==> config.mk <==
export PLATFORM = sky130hd
export DESIGN_NAME = trap_sequencer
export DESIGN_NICKNAME = d
export VERILOG_FILES = /design/src/rtl/trap_pkg.sv /design/src/rtl/trap_prio_enc.sv /design/src/rtl/trap_sequencer.sv
export SDC_FILE = /design/constraint.sdc
export NUM_CORES = 1
export LEC_CHECK = 0
export ABC_AREA = 0
export CAP_MARGIN = 5
export CELL_PAD_IN_SITES_DETAIL_PLACEMENT = 1
export CELL_PAD_IN_SITES_GLOBAL_PLACEMENT = 2
export CORE_UTILIZATION = 21
export CTS_CLUSTER_DIAMETER = 100
export CTS_CLUSTER_SIZE = 20
export DETAILED_ROUTE_END_ITERATION = 8
export PLACE_DENSITY_LB_ADDON = 0.1
export RECOVER_POWER = 50
export SYNTH_ARGS = -nofsm -noshare
export SYNTH_HDL_FRONTEND = slang
export SYNTH_SLANG_ARGS = --single-unit
==> constraint.sdc <==
create_clock -name clk -period 5.4 [get_ports clk]
set_clock_uncertainty 0.15 [all_clocks]
set_input_delay 0.81 -clock clk [delete_from_list [all_inputs] [get_ports clk]]
set_output_delay 0.81 -clock clk [all_outputs]
set_load 0.05 [all_outputs]
==> src/rtl/trap_pkg.sv <==
// Shared constants and state type for the machine-mode trap sequencer.
package trap_pkg;

   localparam logic [11:0] CSR_MSTATUS = 12'h300;
   localparam logic [11:0] CSR_MEPC    = 12'h341;
   localparam logic [11:0] CSR_MCAUSE  = 12'h342;
   localparam logic [11:0] CSR_MTVAL   = 12'h343;

   localparam int unsigned MSTATUS_MIE  = 3;
   localparam int unsigned MSTATUS_MPIE = 7;

   localparam logic [4:0] CAUSE_ILLEGAL_ADDR = 5'd0;
   localparam logic [4:0] CAUSE_ILLEGAL_INST = 5'd2;
   localparam logic [4:0] CAUSE_EBREAK       = 5'd3;
   localparam logic [4:0] CAUSE_L_FAULT      = 5'd5;
   localparam logic [4:0] CAUSE_S_FAULT      = 5'd7;
   localparam logic [4:0] CAUSE_ECALL        = 5'd11;

   typedef enum logic [2:0] {
      IDLE,
      W_MEPC,
      W_MCAUSE,
      W_MTVAL,
      REDIRECT
   } trap_state_e;

endpackage

==> src/rtl/trap_prio_enc.sv <==
// Fixed-priority encoder: the highest set bit of the pending vector wins.
module trap_prio_enc #(
   parameter  int unsigned NUM_IRQ = 12,
   localparam int unsigned IW      = (NUM_IRQ > 1) ? $clog2(NUM_IRQ) : 1
) (
   input  logic [NUM_IRQ-1:0] pending,
   output logic               valid,
   output logic [IW-1:0]      index
);

   // Ascending scan so the last (highest) set bit overwrites lower ones.
   always_comb begin
      valid = 1'b0;
      index = '0;
      for (int unsigned i = 0; i < NUM_IRQ; i++) begin
         if (pending[i]) begin
            valid = 1'b1;
            index = IW'(i);
         end
      end
   end

endmodule

==> src/rtl/trap_sequencer.sv <==
// Machine-mode trap controller: detects traps/mret at MEM, sequences the
// trap CSR writes through the CSR write port and redirects the PC.
module trap_sequencer
   import trap_pkg::*;
#(
   parameter int unsigned XLEN        = 32,
   parameter int unsigned NUM_IRQ     = 12,
   parameter int unsigned VECTORED_EN = 1,
   parameter int unsigned MTVAL_EN    = 1
) (
   input  logic               clk,
   input  logic               rst,
   input  logic               exc_illegal_addr,
   input  logic               exc_illegal_inst,
   input  logic               exc_ebreak,
   input  logic               exc_l_fault,
   input  logic               exc_s_fault,
   input  logic               exc_ecall,
   input  logic [NUM_IRQ-1:0] irq_pending,
   input  logic [NUM_IRQ-1:0] csr_mie,
   input  logic [XLEN-1:0]    csr_mstatus,
   input  logic [XLEN-1:0]    csr_mtvec,
   input  logic [XLEN-1:0]    csr_mepc,
   input  logic               mret,
   input  logic [XLEN-1:0]    epc_cur,
   input  logic [XLEN-1:0]    epc_next,
   input  logic [XLEN-1:0]    bad_val,
   output logic               csr_we,
   output logic [11:0]        csr_waddr,
   output logic [XLEN-1:0]    csr_wdata,
   output logic [XLEN-1:0]    pc_redirect,
   output logic               redirect_valid,
   output logic               flush_fd,
   output logic               flush_de,
   output logic               flush_em,
   output logic               flush_mw,
   output logic               regwrite_cancel,
   output logic               busy
);

   localparam int unsigned IW = (NUM_IRQ > 1) ? $clog2(NUM_IRQ) : 1;

   trap_state_e     state;
   logic [XLEN-1:0] epc_q;
   logic [XLEN-1:0] cause_q;
   logic [XLEN-1:0] tval_q;

   logic [NUM_IRQ-1:0] irq_masked;
   logic               irq_valid;
   logic [IW-1:0]      irq_idx;
   logic               take_exc;
   logic               take_irq;
   logic               trap_req;
   logic [4:0]         exc_cause;
   logic [XLEN-1:0]    irq_cause;
   logic [XLEN-1:0]    mstatus_trap;
   logic [XLEN-1:0]    mstatus_mret;
   logic [XLEN-1:0]    vec_offset;
   logic               use_vector;

   assign irq_masked = irq_pending & csr_mie;

   trap_prio_enc #(.NUM_IRQ(NUM_IRQ)) u_prio (
      .pending (irq_masked),
      .valid   (irq_valid),
      .index   (irq_idx)
   );

   assign take_exc = exc_illegal_addr | exc_illegal_inst | exc_ebreak |
                     exc_l_fault | exc_s_fault | exc_ecall;
   assign take_irq = csr_mstatus[MSTATUS_MIE] & irq_valid;
   assign trap_req = take_exc | take_irq;
   assign irq_cause = {1'b1, {(XLEN-1-IW){1'b0}}, irq_idx};

   always_comb begin
      if      (exc_illegal_addr) exc_cause = CAUSE_ILLEGAL_ADDR;
      else if (exc_illegal_inst) exc_cause = CAUSE_ILLEGAL_INST;
      else if (exc_ebreak)       exc_cause = CAUSE_EBREAK;
      else if (exc_l_fault)      exc_cause = CAUSE_L_FAULT;
      else if (exc_s_fault)      exc_cause = CAUSE_S_FAULT;
      else                       exc_cause = CAUSE_ECALL;
   end

   always_comb begin
      mstatus_trap               = csr_mstatus;
      mstatus_trap[MSTATUS_MPIE] = csr_mstatus[MSTATUS_MIE];
      mstatus_trap[MSTATUS_MIE]  = 1'b0;
      mstatus_mret               = csr_mstatus;
      mstatus_mret[MSTATUS_MIE]  = csr_mstatus[MSTATUS_MPIE];
      mstatus_mret[MSTATUS_MPIE] = 1'b1;
   end

   // Interrupt index lives in the low bits of cause_q; the MSB flags an interrupt.
   assign use_vector = (VECTORED_EN != 0) && (csr_mtvec[1:0] == 2'b01) && cause_q[XLEN-1];
   assign vec_offset = use_vector ? {cause_q[XLEN-3:0], 2'b00} : '0;

   always_ff @(posedge clk) begin
      if (rst) begin
         state   <= IDLE;
         epc_q   <= '0;
         cause_q <= '0;
         tval_q  <= '0;
      end else begin
         case (state)
            IDLE: begin
               if (trap_req) begin
                  state   <= W_MEPC;
                  epc_q   <= take_exc ? epc_cur : epc_next;
                  cause_q <= take_exc ? {{(XLEN-5){1'b0}}, exc_cause} : irq_cause;
                  tval_q  <= take_exc ? bad_val : '0;
               end
            end
            W_MEPC:   state <= W_MCAUSE;
            W_MCAUSE: state <= (MTVAL_EN != 0) ? W_MTVAL : REDIRECT;
            W_MTVAL:  state <= REDIRECT;
            REDIRECT: state <= IDLE;
            default:  state <= IDLE;
         endcase
      end
   end

   always_comb begin
      csr_we          = 1'b0;
      csr_waddr       = '0;
      csr_wdata       = '0;
      pc_redirect     = '0;
      redirect_valid  = 1'b0;
      flush_fd        = 1'b0;
      flush_de        = 1'b0;
      flush_em        = 1'b0;
      flush_mw        = 1'b0;
      regwrite_cancel = 1'b0;
      busy            = 1'b0;
      if (!rst) begin
         case (state)
            IDLE: begin
               if (trap_req) begin
                  csr_we          = 1'b1;
                  csr_waddr       = CSR_MSTATUS;
                  csr_wdata       = mstatus_trap;
                  flush_fd        = 1'b1;
                  flush_de        = 1'b1;
                  flush_em        = 1'b1;
                  flush_mw        = 1'b1;
                  regwrite_cancel = take_exc;
               end else if (mret) begin
                  csr_we         = 1'b1;
                  csr_waddr      = CSR_MSTATUS;
                  csr_wdata      = mstatus_mret;
                  pc_redirect    = csr_mepc;
                  redirect_valid = 1'b1;
                  flush_fd       = 1'b1;
                  flush_de       = 1'b1;
                  flush_em       = 1'b1;
               end
            end
            W_MEPC: begin
               csr_we    = 1'b1;
               csr_waddr = CSR_MEPC;
               csr_wdata = epc_q;
               flush_fd  = 1'b1;
               busy      = 1'b1;
            end
            W_MCAUSE: begin
               csr_we    = 1'b1;
               csr_waddr = CSR_MCAUSE;
               csr_wdata = cause_q;
               flush_fd  = 1'b1;
               busy      = 1'b1;
            end
            W_MTVAL: begin
               csr_we    = 1'b1;
               csr_waddr = CSR_MTVAL;
               csr_wdata = tval_q;
               flush_fd  = 1'b1;
               busy      = 1'b1;
            end
            REDIRECT: begin
               pc_redirect    = {csr_mtvec[XLEN-1:2], 2'b00} + vec_offset;
               redirect_valid = 1'b1;
               flush_fd       = 1'b1;
               busy           = 1'b1;
            end
            default: ;
         endcase
      end
   end

endmodule

# == After elaboration in Yosys (flattened, before gate mapping) ==
# Cells that the tools add are included.
# op_classes
addsub,1
eq_ne,6
mux,65
n_bitwise,8
reduce_logical,5
# ops
cell,count
32-bit two-way mux,10
32-bit one-hot mux with 4 select lines,1
32-bit one-hot mux with 2 select lines,1
10-bit one-hot mux with 4 select lines,1
32-bit adder,1
4-bit two-way mux,8
10-bit two-way mux,3
1-bit two-way mux,29
3-bit two-way mux,5
12-bit bitwise AND,1
3-bit one-hot mux with 4 select lines,1
3-bit by 2-bit == test with 1-bit output (second input constant),2
1-bit OR,6
1-bit one-hot mux with 2 select lines,3
5-bit two-way mux,1
2-bit two-way mux,2
4-bit OR reduction,1
3-bit by 1-bit == test with 1-bit output (second input constant),1
3-bit == test (second input constant),1
3-bit logical NOT,1
3-bit OR reduction,1
2-bit by 1-bit == test with 1-bit output (second input constant),1
2-bit != test (second input constant),1
2-bit AND reduction,1
2 further kinds,2
# word_totals
reg_bits,99
inputBits,225
output_inout_bits,84
word_cells,89

# == Longest topological paths before layout ==
# Gate-level depths: netlist (run 1).
# logic_depth
depth_word,18
mapped_depth,12
ltp_nobuf,12

# == Cells and area by module ==
# From an unflattened synthesis (run 1), not the netlist that was laid out.
# unflattened
cells_unflattened,623
area_unflattened_um2,4993.5
# by_module_without_submodules
mod,n_inst,cells_per_inst,area_each_um2,seq_area_each_um2
trap_sequencer,1,603,4887.2,1441.4
trap_prio_enc,1,20,106.4,0.0

# == Worst setup path before layout (run 1) ==
# OpenSTA, ideal clock, no wires.
# synth_path
kind,input port to output port
start,input csr_mtvec[0]
end,output pc_redirect[18]
t_arrival_ns,3.393
t_required_ns,4.440
setup_slack_ns,1.047
cell_stages,12
path_buffers,0
cell_sequence,nand2_1 nor2_1 and2_1 ha_1 inv_1 fa_1 nor2b_1 o31a_1 nand2_1 or3_1 xnor2_1 o2bb2ai_1
# synth_between
elab_chain_len,6
# synth_lines
item,line_no,text
from (decl),trap_sequencer.sv:22,"input logic [XLEN-1:0] csr_mtvec,"
2-bit by 1-bit == test with 1-bit output,trap_sequencer.sv:94,assign use_vector = (VECTORED_EN != 0) && (csr_mtvec[1:0] == 2'b01) && cause_q[XLEN-1];
1-bit logical AND,trap_sequencer.sv:94,
32-bit two-way mux,trap_sequencer.sv:95,"assign vec_offset = use_vector ? {cause_q[XLEN-3:0], 2'b00} : '0;"
32-bit adder,trap_sequencer.sv:179,"pc_redirect = {csr_mtvec[XLEN-1:2], 2'b00} + vec_offset;"
32-bit one-hot mux with 2 select lines,trap_sequencer.sv:135,case (state)
32-bit two-way mux,trap_sequencer.sv:134,if (!rst) begin
to (decl),trap_sequencer.sv:31,"output logic [XLEN-1:0] pc_redirect,"
# Every way passes these cells.

# == Worst setup path after layout (run 1) ==
# layout_path
start,input csr_mie[6]
end,output csr_wdata[27]
# layout_between
elab_chain_len,12
# layout_lines
item,line_no,text
from (decl),trap_sequencer.sv:20,"input logic [NUM_IRQ-1:0] csr_mie,"
12-bit bitwise AND,trap_sequencer.sv:61,assign irq_masked = irq_pending & csr_mie;
1-bit two-way mux (6 in a row),trap_prio_enc.sv:16,if (pending[i]) begin
1-bit bitwise AND,trap_sequencer.sv:71,assign take_irq = csr_mstatus[MSTATUS_MIE] & irq_valid;
1-bit OR,trap_sequencer.sv:72,assign trap_req = take_exc | take_irq;
32-bit two-way mux,trap_sequencer.sv:137,if (trap_req) begin
32-bit one-hot mux with 4 select lines,trap_sequencer.sv:135,
32-bit two-way mux,trap_sequencer.sv:134,
to (decl),trap_sequencer.sv:30,"output logic [XLEN-1:0] csr_wdata,"
# Every way passes these cells.

==> results of run 1 <==
[worst min-delay path by stage]
stage               start    endpoint  slack (ns)  depth (start not counted)
2_1_floorplan   tval_q[0]   tval_q[0]        0.29                          1
3_3_place_gp    tval_q[0]   tval_q[0]        0.30                          1
3_5_place_dp   tval_q[31]  tval_q[31]        0.31                          1
4_1_cts        tval_q[31]  tval_q[31]        0.33                          1
5_1_grt        tval_q[11]  tval_q[11]        0.34                          1
6_report       tval_q[31]  tval_q[31]        0.32                          1
[stage by stage]
step | utilization | cells
floorplan | - | 586
global route | 0.3809 | 1167
global placement | 0.3698 | 1152
finish | 0.3809 | 1167
CTS | 0.3824 | 1167
detailed placement | 0.3698 | 1152
[state kept, by name, indices dropped and copies added (netlist names)]
name     flops
epc_q       32
tval_q      32
state        3
cause_q      5
[power by group]
part           leakage, nW  total (mW)  internal [mW]  switching, mW
clock network        0.135       0.590          0.355          0.235
logic                 2.33       0.711          0.327          0.385
registers            0.596       0.639          0.596         0.0435
total                 3.06        1.94           1.28          0.663
[area by class of cell]
cell class,instances,area share
Clock buffer,10,0.02631
Clock inverter,5,0.006758
Inverter,8,0.003451
Multi-Input combinational cell,447,0.3612
Sequential cell,72,0.1656
Tap cell,313,0.04500
Timing Repair Buffer,312,0.3917
[logic make-up (layout without fill, tap and decap cells)]
kind of cell / after synthesis / in the layout / synth area share
buf+inv: 67 / 335 / 0.07312
flops: 72 / 72 / 0.2925
xor+xnor: 28 / 28 / 0.04976
mux: 5 / 5 / 0.01142
other cells: 1 / 7 / 0.0007609
fa+ha+maj: 5 / 5 / 0.01422
compound gates: 193 / 193 / 0.3646
simple gates: 209 / 209 / 0.1937
[cells in the mapped netlist (2+ instances only)]
cell type / instances
and3b_1: 2
xnor2_1: 17
nor2_1: 60
a31oi_1: 2
dfxtp_1: 72
nor2_2: 2
buf_6: 6
a32o_1: 3
o21ai_0: 2
mux2_2: 5
nand3_1: 12
clkbuf_1: 32
ha_1: 4
and3_1: 5
o22ai_1: 3
buf_4: 16
nand4_1: 6
a211oi_1: 3
a22o_1: 38
xor2_1: 11
a311oi_1: 4
inv_1: 8
a22oi_1: 31
nor2b_1: 5
or3_1: 3
a21oi_1: 8
buf_1: 2
a311oi_2: 29
nand2_1: 85
buf_2: 3
o2bb2ai_1: 58
and2_1: 12
and4_1: 3
nor3_1: 8
[worst register-to-register path: cells and delay by family (launching register included)]
kind                   cells  cell delay (ns)
AND/OR/NAND/NOR            2             0.42
buffers and inverters      2             1.46
flip-flops                 1             0.47
AO/OA/AOI/OAI              3             0.78
[per-layer routing]
layer | global-route usage | up-vias | part of all wire
met2 | 0.3286 | 217 | 0.51
met1 | 0.2084 | 2635 | 0.41
met4 | 0.03922 | 0 | 0.011
met3 | 0.04958 | 19 | 0.074
met5 | 0 | - | 0
li1 | - | 2703 | -
==> flow_summary.ini, run 1 <==
[run_status]
status = finished, violations left
violations = max-capacitance violations, max-slew violations

[placed_design]
dpl_cell_area_um2 = 8448
place_congestion = 0.7860
port_buffers = 301
pre_cts_slack_ns = 0.2899
hpwl_um = 16760

[grt]
grt_start_max_net_pins = 68
grt.total_usage = 0.1801
antenna_found_initial = 1
first_global_vias = 5995
grt_pass1_wl_um = 33610
grt_overflow_total = 0

[critical_path]
ff2ff_path_depth = 7
cp_cell_sequence = clkdlybuf4s50_1, a22o_1, and3b_1, nand3_1, a211oi_4, nor2_2, buf_4, o2bb2ai_1, clkdlybuf4s50_1
endpoint_kind = output pin
crit_start = csr_mie[6]
slowest_stage = clkdlybuf4s50_1
path_class = in -> out
arrival_ns = 4.10
worstPathRequired_ns = 4.44
crit_family = buffers and inverters
r2r-end = cause_q[1]
worstReg2RegStart = state[0]
r2r_setup_slack_ns = 2.03
cp_max_fo = 18
worst-path-stages = 9
endpoint = csr_wdata[27]
max_stage_delay_ns = 0.85
start_kind = input port
crit_top_cell = clkdlybuf4s50_1
cp_num_buf_inv = 3

[route]
final_antenna_net_count = 0
firstDrtPassIters = 4
remaining_drc_errors = 0
drtIter0Drc = 188
vias_per_cell = 4.776
wl_um = 21980
via_count = 5574
wire_per_inst_um = 18.84

[finish]
area_growth_pct = 76.57
fin_area_um2 = 8702
nets = 1080
multi_input_area_um2 = 3143
drive_gt1_frac = 0.1183
final_cell_mix = clkdlybuf4s50_1, nand2_1, dfxtp_1
final_common_cell = clkdlybuf4s50_1
nFillCells = 2634
antennaDiodeCount = 0
ff_latch_area_um2 = 1441

[floorplan]
initial_core_util = 0.2157
coreArea_um2 = 22850
io_pins = 309
dieHeight_um = 155.2
die_w_um = 155.2
fp-row-count = 55
dieArea_um2 = 24090

[timing]
timing.final.hold_violations = 0
report.final.slew_viol_count = 103
max_freq_mhz = 197.6
hold_slack_ns = 0.3225
finalSetupViolCount = 0
relSlewSlack = -0.1963
period_needed_ns = 5.061
fin_crit_sh = 0.9371
layout_setup_ws_ns = 0.3395
rsz0062_at_grt = no
fin_tns_setup_ns = 0
worst_slew_pin_slew_ns = 1.793

[logic_synthesis]
synth.distinct_cells = 54
synth_seq_area_share = 0.2925
synth_area_um2 = 4928
ys.flop_type = dfxtp_1
async_reset_ff_frac = 0
synth_edf_count = 0
ys_warn_count = 0
synth_top_area_cell = dfxtp_1
ys_ff_latch = 72
synth.top_cell.area_share = 0.2925
syn_avg_cell_area_um2 = 8.497
postSynthCellCount = 580
synthTopCellsByArea = dfxtp_1, o2bb2ai_1, a311oi_2

[clock_network]
post-cts-setup-buffers = 0
cts_tree = yes
cts_sinks = 72
cts.repair.resized = 0
numCtsBuffers = 9
cts_root_buf = clkbuf_16
insertion_delay_ns = 0.33
clkTransAtPathRegs_ns = 0.06
cts_buffer_depth = 2
hold_buffers = 0
htree_levels = 3

[worst_hold_path]
hold_path.class = reg -> reg

[job]
maxCapViolations = 2

[power_and_ir_drop]
leakage_nw = 3.062
peakVddDrop_uv = 129.7
p_total_mw = 1.941
p_per_area_nw_per_um2 = 223.0
Power figures use the tool's default switching activity.
==> run 2, diff against run 1 <==
--- a/config.mk
+++ b/config.mk
@@ -17,4 +17,5 @@
 export RECOVER_POWER = 50
 export SYNTH_ARGS = -nofsm -noshare
 export SYNTH_HDL_FRONTEND = slang
+export SYNTH_HIERARCHICAL = 1
 export SYNTH_SLANG_ARGS = --single-unit
==> flow_summary.ini, run 2 <==
[timing]
fin_tns_setup_ns = 0
worst_slew_pin_slew_ns = 1.627
report.final.slew_viol_count = 34
relSlewSlack = -0.08593
max_freq_mhz = 200.9
timing.final.hold_violations = 0
rsz0062_at_grt = no
hold_slack_ns = 0.3196
period_needed_ns = 4.979
fin_crit_sh = 0.9220
finalSetupViolCount = 0

[logic_synthesis]
synth.distinct_cells = 57
ys.flop_type = dfxtp_1
syn_avg_cell_area_um2 = 8.015
synthTopCellsByArea = dfxtp_1, mux2i_1, a22o_1
ys_ff_latch = 72
synth_seq_area_share = 0.2886
synth.most_common_cell = nand2_1
synthTopCellsByCount = nand2_1, nor2_1, dfxtp_1, mux2i_1, o21ai_0
synth_top_area_cell = dfxtp_1
synth_area_um2 = 4994
ys_warn_count = 6
synth.top_cell.area_share = 0.2886
async_reset_ff_frac = 0
synth_edf_count = 0
postSynthCellCount = 623

[grt]
grt_overflow_total = 0
grt.total_usage = 0.1743
grt_pass1_wl_um = 32960
antenna_found_initial = 1
grt_start_max_net_pins = 69
first_global_vias = 5832

[clock_network]
cts_root_buf = clkbuf_16
htree_levels = 3
cts.repair.resized = 0
hold_buffers = 0
clkTransAtPathRegs_ns = 0.05
cts_buffer_depth = 2
post-cts-setup-buffers = 0
cts_tree = yes
cts_sinks = 72
insertion_delay_ns = 0.33
numCtsBuffers = 9

[finish]
final_common_cell = clkdlybuf4s50_1
nets = 1130
final_cell_mix = clkdlybuf4s50_1, nand2_1, nor2_1
drive_gt1_frac = 0.09845
fin_area_um2 = 8728
area_growth_pct = 74.79
final_core_util = 0.3730
largestRegisters = epc_q: 32 flops, tval_q: 32 flops, cause_q: 5 flops

[worst_hold_path]
hold_path_depth = 1
min_to = tval_q[2]
min_from = tval_q[2]
hold_path.class = reg -> reg

[placed_design]
port_buffers = 301
place_congestion = 0.8197
hpwl_um = 16770
dpl_cell_area_um2 = 8517

[critical_path]
worstReg2RegStart = state[0]
arrival_ns = 4.02
cp_cell_sequence = clkdlybuf4s50_1, nand2_1, nor2_1, and2_1, ha_1, inv_1, fa_1, nand2b_1, a2111oi_4, nand3_1, xor2_1, o21ai_0, buf_12
start_kind = input port
ff2ff_path_depth = 5
slowest_stage = a2111oi_4
r2r-end = epc_q[7]
endpoint_kind = output pin
r2r_setup_slack_ns = 2.34
cp_max_fo = 9
max_stage_delay_ns = 0.64
path_class = in -> out
worstPathRequired_ns = 4.44

[floorplan]
io_pins = 309
fp-row-count = 56
coreArea_um2 = 23400
dieHeight_um = 156.2
dieArea_um2 = 24400
initial_core_util = 0.2134
die_w_um = 156.2

[run_status]
status = finished, violations left
violations = max-capacitance violations, max-slew violations

[route]
vias_per_cell = 4.620
remaining_drc_errors = 0
drtIter0Drc = 164
firstDrtPassIters = 4
wl_um = 21520
wire_per_inst_um = 17.58
via_count = 5655
final_antenna_net_count = 0

[power_and_ir_drop]
peakVddDrop_uv = 130.0
leakage_nw = 3.114
p_per_area_nw_per_um2 = 214.5

[job]
maxCapViolations = 1
==> run 2: area by class of cell <==
type	instances	area [µm²]
clock inverter	6	37.54
fill	2782	14670
multi-input combinational	495	3219
sequential	72	1443
timing repair buffer	311	3361
inverter	11	41.29
tap	319	399.1
clock buffer	9	225.2
antenna	1	2.502
==> run 2: worst max-delay path by stage <==
stage	from	to	slack (ns)	cells after the start
2_1_floorplan	csr_mtvec[0]	pc_redirect[22]	0.67	11
3_3_place_gp	csr_mtvec[0]	pc_redirect[30]	0.46	13
3_5_place_dp	csr_mtvec[0]	pc_redirect[30]	0.37	13
4_1_cts	csr_mtvec[0]	pc_redirect[30]	0.37	13
5_1_grt	csr_mtvec[0]	pc_redirect[16]	0.11	13
6_report	csr_mtvec[0]	pc_redirect[30]	0.42	13
==> run 2: through the flow <==
step	worst slack, ns	power, mW	cells
3_5_place_dp	0.3666	1.364	1208
4_1_cts	0.3676	1.911	1223
5_1_grt	0.1051	1.980	1223
3_3_place_gp	0.4579	1.354	1208
2_1_floorplan	0.6679	1.038	629
6_report	0.4212	1.873	1224
==> run 2: worst max-delay path: cells and delay by family <==
| family | cells | cell delay, ns |
|---|---|---|
| buf+inv | 3 | 0.74 |
| xor+xnor | 1 | 0.17 |
| fa+ha+maj | 2 | 0.55 |
| compound gates | 2 | 0.96 |
| simple gates | 5 | 0.78 |
==> run 2: layer usage <==
layer	vias to the layer above	global-route usage	part of all wire
li1	2783	-	-
met1	2669	0.2111	0.44
met2	184	0.3093	0.49
met3	19	0.03500	0.060
met4	0	0.04902	0.013
met5	-	0	0
==> run 2: power by group <==
part	total (mW)	switching [mW]	leakage, nW	internal (mW)
logic	0.708	0.385	2.38	0.323
clock network	0.534	0.227	0.135	0.306
registers	0.631	0.0364	0.596	0.595
==> run 2: cells by family (layout without fill, tap and decap cells) <==
kind of cell / after synthesis / count (layout) / share of synthesized area
simple gates: 235 / 235 / 0.2238
xor+xnor: 25 / 25 / 0.04385
fa+ha+maj: 5 / 5 / 0.01403
other cells: 1 / 8 / 0.0007510
mux: 65 / 65 / 0.1315
compound gates: 158 / 158 / 0.2298
buf+inv: 62 / 337 / 0.06765
flops: 72 / 72 / 0.2886
==> run 3, diff against run 2 <==
--- a/config.mk
+++ b/config.mk
@@ -17,5 +17,4 @@
 export RECOVER_POWER = 50
 export SYNTH_ARGS = -nofsm -noshare
 export SYNTH_HDL_FRONTEND = slang
-export SYNTH_HIERARCHICAL = 1
 export SYNTH_SLANG_ARGS = --single-unit
==> results of run 3 <==
No change in the layout: final DEF, timing and power equal those of run 1.
